`src/rtl/mem_hs_taint_param.sv`:
```
// Single-port memory with request/response valid-ready handshakes, a configurable access
// latency, and a conservative one-bit-per-word taint shadow for information-flow tracking.
module mem_hs_taint_param #(
  parameter int DW       = 8,
  parameter int AW       = 4,
  parameter int LAT      = 2,
  parameter int TAINT_EN = 1
) (
  input  logic          clk,
  input  logic          rst,
  input  logic [AW-1:0] addr,
  input  logic [DW-1:0] data_in,
  input  logic          we,
  input  logic          in_valid,
  output logic          in_ready,
  output logic [DW-1:0] data_out,
  output logic          out_valid,
  input  logic          out_ready,
  input  logic          addr_t,
  input  logic          data_in_t,
  input  logic          we_t,
  input  logic          in_valid_t,
  input  logic          out_ready_t,
  output logic          data_out_t,
  output logic          out_valid_t,
  output logic          in_ready_t
);

  localparam int         DEPTH    = 1 << AW;
  localparam bit         LAT1     = (LAT == 1);
  localparam logic [3:0] CNT_INIT = 4'(LAT - 1);

  typedef enum logic [1:0] {IDLE, BUSY, RESP} state_e;

  state_e        state_q;
  logic [3:0]    cnt_q;
  logic [AW-1:0] addr_buf_q;
  logic [DW-1:0] data_buf_q;
  logic          we_buf_q;
  logic [DW-1:0] data_out_q;
  logic          out_valid_q;
  logic [DW-1:0] mem [DEPTH];

  logic          idle;
  logic          accept;
  logic          commit;
  logic [AW-1:0] eff_addr;
  logic [DW-1:0] eff_data;
  logic          eff_we;
  logic [DW-1:0] rd_data;

  // With LAT=1 the commit lands on the accept edge, before the buffers hold the request,
  // so the commit path takes the live inputs while idle and the buffers otherwise.
  assign idle     = (state_q == IDLE);
  assign accept   = in_valid & idle;
  assign commit   = (idle & accept & LAT1) | ((state_q == BUSY) & (cnt_q == 4'd1));
  assign eff_addr = idle ? addr    : addr_buf_q;
  assign eff_data = idle ? data_in : data_buf_q;
  assign eff_we   = idle ? we      : we_buf_q;
  assign rd_data  = eff_we ? eff_data : mem[eff_addr];

  assign in_ready  = idle;
  assign out_valid = out_valid_q;
  assign data_out  = data_out_q;

  always_ff @(posedge clk or negedge rst) begin
    if (!rst) begin
      state_q     <= IDLE;
      cnt_q       <= 4'd0;
      out_valid_q <= 1'b0;
      data_out_q  <= '0;
    end else begin
      case (state_q)
        IDLE: if (accept) begin
          if (LAT1) begin
            state_q     <= RESP;
            out_valid_q <= 1'b1;
            data_out_q  <= rd_data;
          end else begin
            state_q <= BUSY;
            cnt_q   <= CNT_INIT;
          end
        end
        BUSY: if (cnt_q == 4'd1) begin
          state_q     <= RESP;
          out_valid_q <= 1'b1;
          data_out_q  <= rd_data;
        end else begin
          cnt_q <= cnt_q - 4'd1;
        end
        RESP: if (out_ready) begin
          state_q     <= IDLE;
          out_valid_q <= 1'b0;
          data_out_q  <= '0;
        end
        default: state_q <= IDLE;
      endcase
    end
  end

  // Request buffers and storage carry no reset; a write is suppressed while reset is held.
  always_ff @(posedge clk) begin
    if (accept) begin
      addr_buf_q <= addr;
      data_buf_q <= data_in;
      we_buf_q   <= we;
    end
    if (rst && commit && eff_we)
      mem[eff_addr] <= eff_data;
  end

  if (TAINT_EN != 0) begin : g_taint
    logic             ctl_t_q;
    logic             addr_b_t_q;
    logic             we_b_t_q;
    logic             data_b_t_q;
    logic             dout_t_q;
    logic [DEPTH-1:0] mem_t_q;
    logic [DEPTH-1:0] mem_t_nxt;
    logic             c_addr_t;
    logic             c_we_t;
    logic             c_data_t;

    assign c_addr_t = idle ? (addr_t    | ctl_t_q) : addr_b_t_q;
    assign c_we_t   = idle ? (we_t      | ctl_t_q) : we_b_t_q;
    assign c_data_t = idle ? (data_in_t | ctl_t_q) : data_b_t_q;

    // Taint of a write target with an untainted address and control is replaced; any doubt
    // accumulates, and a write through a tainted address may have hit any word.
    always_comb begin
      mem_t_nxt = mem_t_q;
      if (eff_we && !ctl_t_q && !c_we_t)
        mem_t_nxt[eff_addr] = c_data_t | c_addr_t;
      else
        mem_t_nxt[eff_addr] = mem_t_q[eff_addr] | ctl_t_q | c_we_t | c_addr_t
                              | (eff_we & c_data_t);
      if (c_addr_t && (eff_we || c_we_t))
        mem_t_nxt = '1;
    end

    always_ff @(posedge clk or negedge rst) begin
      if (!rst) begin
        ctl_t_q    <= 1'b0;
        addr_b_t_q <= 1'b0;
        we_b_t_q   <= 1'b0;
        data_b_t_q <= 1'b0;
        dout_t_q   <= 1'b0;
        mem_t_q    <= '0;
      end else begin
        ctl_t_q <= ctl_t_q | in_valid_t | (!idle & out_ready_t);
        if (accept) begin
          addr_b_t_q <= addr_t    | ctl_t_q;
          we_b_t_q   <= we_t      | ctl_t_q;
          data_b_t_q <= data_in_t | ctl_t_q;
        end
        if (commit) begin
          mem_t_q  <= mem_t_nxt;
          dout_t_q <= mem_t_nxt[eff_addr] | c_addr_t | ctl_t_q;
        end else if ((state_q == RESP) && out_ready) begin
          dout_t_q <= 1'b0;
        end
      end
    end

    assign data_out_t  = dout_t_q;
    assign out_valid_t = ctl_t_q;
    assign in_ready_t  = ctl_t_q;
  end else begin : g_no_taint
    assign data_out_t  = 1'b0;
    assign out_valid_t = 1'b0;
    assign in_ready_t  = 1'b0;
  end

endmodule
```
`config.mk`:
```
export PLATFORM = sky130hd
export DESIGN_NAME = mem_hs_taint_param
export DESIGN_NICKNAME = d
export VERILOG_FILES = /design/src/rtl/mem_hs_taint_param.sv
export SDC_FILE = /design/constraint.sdc
export NUM_CORES = 1
export LEC_CHECK = 0
export CAP_MARGIN = 20
export CORE_MARGIN = 5
export CORE_UTILIZATION = 64
export CTS_CLUSTER_SIZE = 10
export DETAILED_ROUTE_END_ITERATION = 16
export PLACE_DENSITY = 0.84
export SLEW_MARGIN = 20
export SYNTH_ARGS = -nofsm -noshare
export SYNTH_HDL_FRONTEND = slang
export SYNTH_SLANG_ARGS = --single-unit
```
`constraint.sdc`:
```
create_clock -name clk -period 6.36 [get_ports clk]
set_clock_uncertainty 0.2 [all_clocks]
set_input_delay 1.272 -clock clk [delete_from_list [all_inputs] [get_ports clk]]
set_output_delay 1.272 -clock clk [all_outputs]
set_load 0.1 [all_outputs]
```
# Word-level counts from Yosys, hierarchy flattened
# Memory sizes are Yosys's and may differ from the RTL's.
# Cells that the tools add are included.
word_totals:
  regBits: 49
  input_bits: 22
  wordCells: 92
  mem_bits_rw: 128
  n_memories: 1
  output_inout_bits: 13
classes:
  muxes: 34
  eq_ne: 7
  bitwise: 16
  order_cmp: 2
  reduce_logical: 18
  add_sub_neg: 1
memory_table:
  columns: ["name", "depth", "word_bits", "read_ports", "rd_ports_with_merged_regs", "write_ports", "line", "rtl"]
  rows:
  - ["mem", 16, 8, 1, 0, 1, "42", "logic [DW-1:0] mem [DEPTH];"]
ops:
  columns: ["operator", "count"]
  rows:
  - ["$bwmux W16", 2]
  - ["$mux W16", 2]
  - ["$mux W8", 4]
  - ["$pmux W8 S2", 1]
  - ["$mux W1", 13]
  - ["$mux W4", 3]
  - ["$or A1 B1 Y1", 12]
  - ["$reduce_and A3 Y1", 3]
  - ["$bmux W1 S4", 2]
  - ["$pmux W4 S2", 1]
  - ["$logic_and A1 B1 Y1", 7]
  - ["$mux W2", 3]
  - ["$pmux W2 S3", 1]
  - ["$reduce_bool A2 Y1", 3]
  - ["$lt A4 B5 Y1 const B", 1]
  - ["$and A1 B1 Y1", 4]
  - ["$demux W1 S4", 1]
  - ["$eq A4 B1 Y1 const B", 1]
  - ["$ge A4 B1 Y1 const B", 1]
  - ["$ne A2 B1 Y1 const B", 2]
  - ["$ne A2 B2 Y1 const B", 2]
  - ["$sub A4 B1 Y4 const B", 1]
  - ["$logic_not A1 Y1", 3]
  - ["$eq A2 B1 Y1 const B", 1]
  - ["other kinds (4)", 4]

# Longest topological paths before layout
depth:
  depth_word: 16
  depth_mapped: 10
  mapped_depth_nobuf: 8

# Worst setup path before layout
# OpenSTA, ideal clock, no wires.
synth_path:
  path_kind: "in2reg"
  start: "input addr[0]"
  end: "memory mem[14][0], enable pin"
  slack_ns: 3.172
  required_ns: 5.790
  setup_ns: 0.370
  n_path_buf: 0
  stages: 4
  arrival_ns: 2.618
  cell_sequence: "or4b_1 o21ai_1 nand2_1 nor2_1"
synth_between:
  elab_chain_len: 1
synth_lines:
  columns: ["element", "line", "rtl"]
  rows:
  - ["from (decl)", "11", "input logic [AW-1:0] addr,"]
  - ["$mux W4", "57", "assign eff_addr = idle ? addr : addr_buf_q;"]
  - ["to (decl)", "42", null]
# No other way between the ends.

# Worst setup path in the final report
layout_path:
  start: "register state_q[1]"
  end: "output in_ready"
layout_between:
  elab_chain_len: 1
layout_lines:
  columns: ["element", "line", "rtl"]
  rows:
  - ["from (decl)", "35", "state_e state_q;"]
  - ["from (signal assigned)", "68", "state_q <= IDLE;"]
  - ["from (signal assigned)", "76", "state_q <= RESP;"]
  - ["from (signal assigned)", "80", "state_q <= BUSY;"]
  - ["$logic_not A2 Y1", "54", "assign idle = (state_q == IDLE);"]
  - ["to (decl)", "15", "output logic in_ready,"]
# No other way between the ends.

==> metrics <==
number of buffers on the longest clock path=2; post-route fraction of the period consumed by the critical path=71.5%; total number of H-tree levels=4; antenna-violating nets left=0; max cap viols=0; area enclosed by the die boundary=13600 um^2; wire length of the first global-routing pass=27500 um; Max rail drop VDD=360 uV; post_cts resized=0; Most used DFF post-synth=edfxtp_1; leak pwr=2.68 nW; class of the tightest hold or removal check=register to register; fin. max-slew vios=0; power per cell area=480 nW/um^2; Synth async-reset ratio=20.3%; number of enable flip-flop cells after synthesis=141; distinct cell type count after synthesis=47; Register-to-Register Setup Slack=2270 ps; post-route setup TNS=0 ps; TritonCTS clock tree=built; Hold Worst Slack=327 ps; pin count of the biggest net entering global routing=38; number of global-route vias before repair=5049; clock tree root driver cell=clkbuf_16; worst slew margin relative to its limit=32.6%; via-per-instance ratio=7.05; beginning of the worst hold path=data_out_t$_DFFE_PN0P_; horizontal die dimension=117 um; launch instance of the worst register-to-register path=cnt_q[1]$_DFFE_PN0P_; Worst EP required=4890 ps; number of ports placed on the die boundary=35; fraction of the yosys area taken by sequential cells=70.7%; detailed router's first-iteration violation count=822; placer congestion estimate=0.826; vias after detailed routing=5193; setup-violating endpoint count in the final report=0; fin util=73.2%; number of nets in the synthesized netlist=579; worst reg2reg path depth=7; chip height=117 um; final HPWL from detailed placement=10900 um; synthesized instance count=555; Worst Hold Path EP=data_out_t$_DFFE_PN0P_; overall fraction of global-route tracks in use=27.3%; Synth Cell Area=7260 um^2; post-route DRC violation count=0; # clock sinks=177; Net count, final=605; first-pass iteration count of the detailed router=5; clock-pin slew of the registers on the worst-case setup and hold paths=70 ps; Crit. End Element=output port; ant diodes=0; number of stages on the worst hold path=2; routed length per instance=23.6 um; post-CTS setup-driven buffer insertion count=0; #FFs+latches synth=177; unrepaired setup endpoints after global routing=false; critical setup path kind=register to output port; Initial Utilization=64.4%; number of non-filler instances in the completed layout=737; CTS Buf Count=17; area growth from synthesis to layout=13.6%; crit path setup slack, layout=1810 ps; worst-case setup slack after placement=2080 ps; critical path launch point type=register; achievable frequency=220 MHz; per-instance average area after synthesis=13.1 um^2; number of cell rows=39; leftover overflow at the end of global routing=0; CTS Hold Bufs=0; arrival time worst endpoint=3070 ps; reg-to-reg endpoint=mem[8][0]$_DFFE_PP_; crit path from=state_q[1]$_DFFE_PN0P_; Worst Path Max Fanout=22; fraction of layout instances using a drive strength above 1=8.08%; clk_lat worst skew=430 ps; outcome=finished clean; number of synthesis warnings=0; Cells after DPL=705; antenna violations before repair=0; Period minus WS final=4550 ps; Slew @ Worst Pin=1000 ps; # port buffers=34; Final Routed Wirelength=17400 um; core box area=11300 um^2; number of endpoints with negative hold slack in the final report=0
synth_stat cells (2+ instances only):
cell type	instances	area share, %
o211ai_1	4	0.41
a22oi_1	16	1.7
o21bai_1	2	0.21
o21ai_0	47	3.2
nand4_1	8	0.69
dfrtp_1	36	12
buf_2	17	1.2
or4b_1	4	0.55
a21boi_0	2	0.21
nor2_1	42	2.2
o21ai_1	4	0.28
nand2_1	53	2.7
and2_1	2	0.17
clkbuf_1	9	0.47
inv_1	6	0.31
nor2_2	2	0.17
o22ai_1	79	6.8
ha_1	2	0.34
o21a_1	4	0.41
nor4_1	2	0.17
nor3_1	3	0.21
a21oi_1	30	2.1
edfxtp_1	141	58
nand2b_1	4	0.34
buf_6	3	0.47
xor2_1	2	0.24
a31oi_1	9	0.78
or4_1	3	0.31
placed cells by master (no fill, tap or decap), drive strengths merged, types with 2 or more instances in the layout:
| cell | n |
|---|---|
| o211ai | 4 |
| nand2 | 53 |
| clkbuf | 19 |
| edfxtp | 141 |
| o21a | 4 |
| dfrtp | 36 |
| clkinv | 4 |
| nor3 | 3 |
| xor2 | 2 |
| inv | 12 |
| and2 | 2 |
| a2111oi | 2 |
| or4b | 4 |
| ha | 2 |
| buf | 6 |
| a31oi | 9 |
| bufinv | 2 |
| o21bai | 2 |
| or2 | 2 |
| o31ai | 3 |
| a21boi | 2 |
| a21oi | 30 |
| nand4 | 8 |
| o21ai | 52 |
| a22oi | 16 |
| nor4 | 2 |
| clkinvlp | 2 |
| nor2 | 44 |
| o22ai | 79 |
| or4 | 3 |
| clkdlybuf4s50 | 33 |
| nand2b | 4 |
report_power, final:
group | total (mW) | internal, mW | switching [mW]
logic | 1.36 | 0.325 | 1.03
clock network | 1.05 | 0.607 | 0.446
registers | 1.56 | 1.48 | 0.0732
flip-flops by register name, summed over array words and instances, names as in the netlist:
| name | cells |
|---|---|
| g_taint.mem_t_q | 16 |
| state_q | 2 |
| in_ready_t | 1 |
| g_taint.we_b_t_q | 1 |
| we_buf_q | 1 |
| out_valid | 1 |
| mem | 128 |
| addr_buf_q | 4 |
| data_out_t | 1 |
| data_buf_q | 8 |
| g_taint.addr_b_t_q | 1 |
| g_taint.data_b_t_q | 1 |
| cnt_q | 4 |
| data_out | 8 |
logic make-up after synthesis:
| family | share of synthesized area, % |
|---|---|
| XOR/XNOR | 0.241 |
| flip-flops | 70.7 |
| adder cells (fa/ha/maj) | 0.344 |
| AND/OR/NAND/NOR | 8.01 |
| buffers and inverters | 2.72 |
| multiplexers | 0.138 |
| AO/OA/AOI/OAI | 17.8 |
metal layers:
metal	track usage, %	vias up	wire length [um]
li1	-	2226	-
met1	35.8	2484	6280
met2	43.8	418	8620
met3	7.67	65	2000
met4	10.8	0	505
met5	0	-	0
worst max-delay path, cell delays in order, from the launching register on:
cell and delay (ps):
dfrtp_1 540, or2_1 550, inv_4 350, clkdlybuf4s50_1 1200
worst max path at each step:
stage | slack, ps | depth (start not counted) | to
6_report | 1810 | 3 | in_ready
5_1_grt | 1710 | 3 | in_ready
4_1_cts | 1840 | 3 | in_ready
3_5_place_dp | 2080 | 5 | mem[10][2]$_DFFE_PP_
3_3_place_gp | 2140 | 5 | mem[10][6]$_DFFE_PP_
2_1_floorplan | 3170 | 4 | mem[14][0]$_DFFE_PP_
through the flow:
step	instance area (um^2)	power, mW
3_5_place_dp	7650	2.89
2_1_floorplan	7260	2.51
5_1_grt	8250	4.13
4_1_cts	8250	3.94
3_3_place_gp	7650	2.85
6_report	8250	3.97
area by class of cell:
| type | count | area, um^2 |
|---|---|---|
| clock inverter | 13 | 149 |
| multi-input combinational | 339 | 1940 |
| fill | 695 | 3020 |
| clock buffer | 19 | 453 |
| sequential | 177 | 5130 |
| timing repair buffer | 39 | 373 |
| inverter | 7 | 28.8 |
| tap | 143 | 179 |
Power figures use the tool's default switching activity.
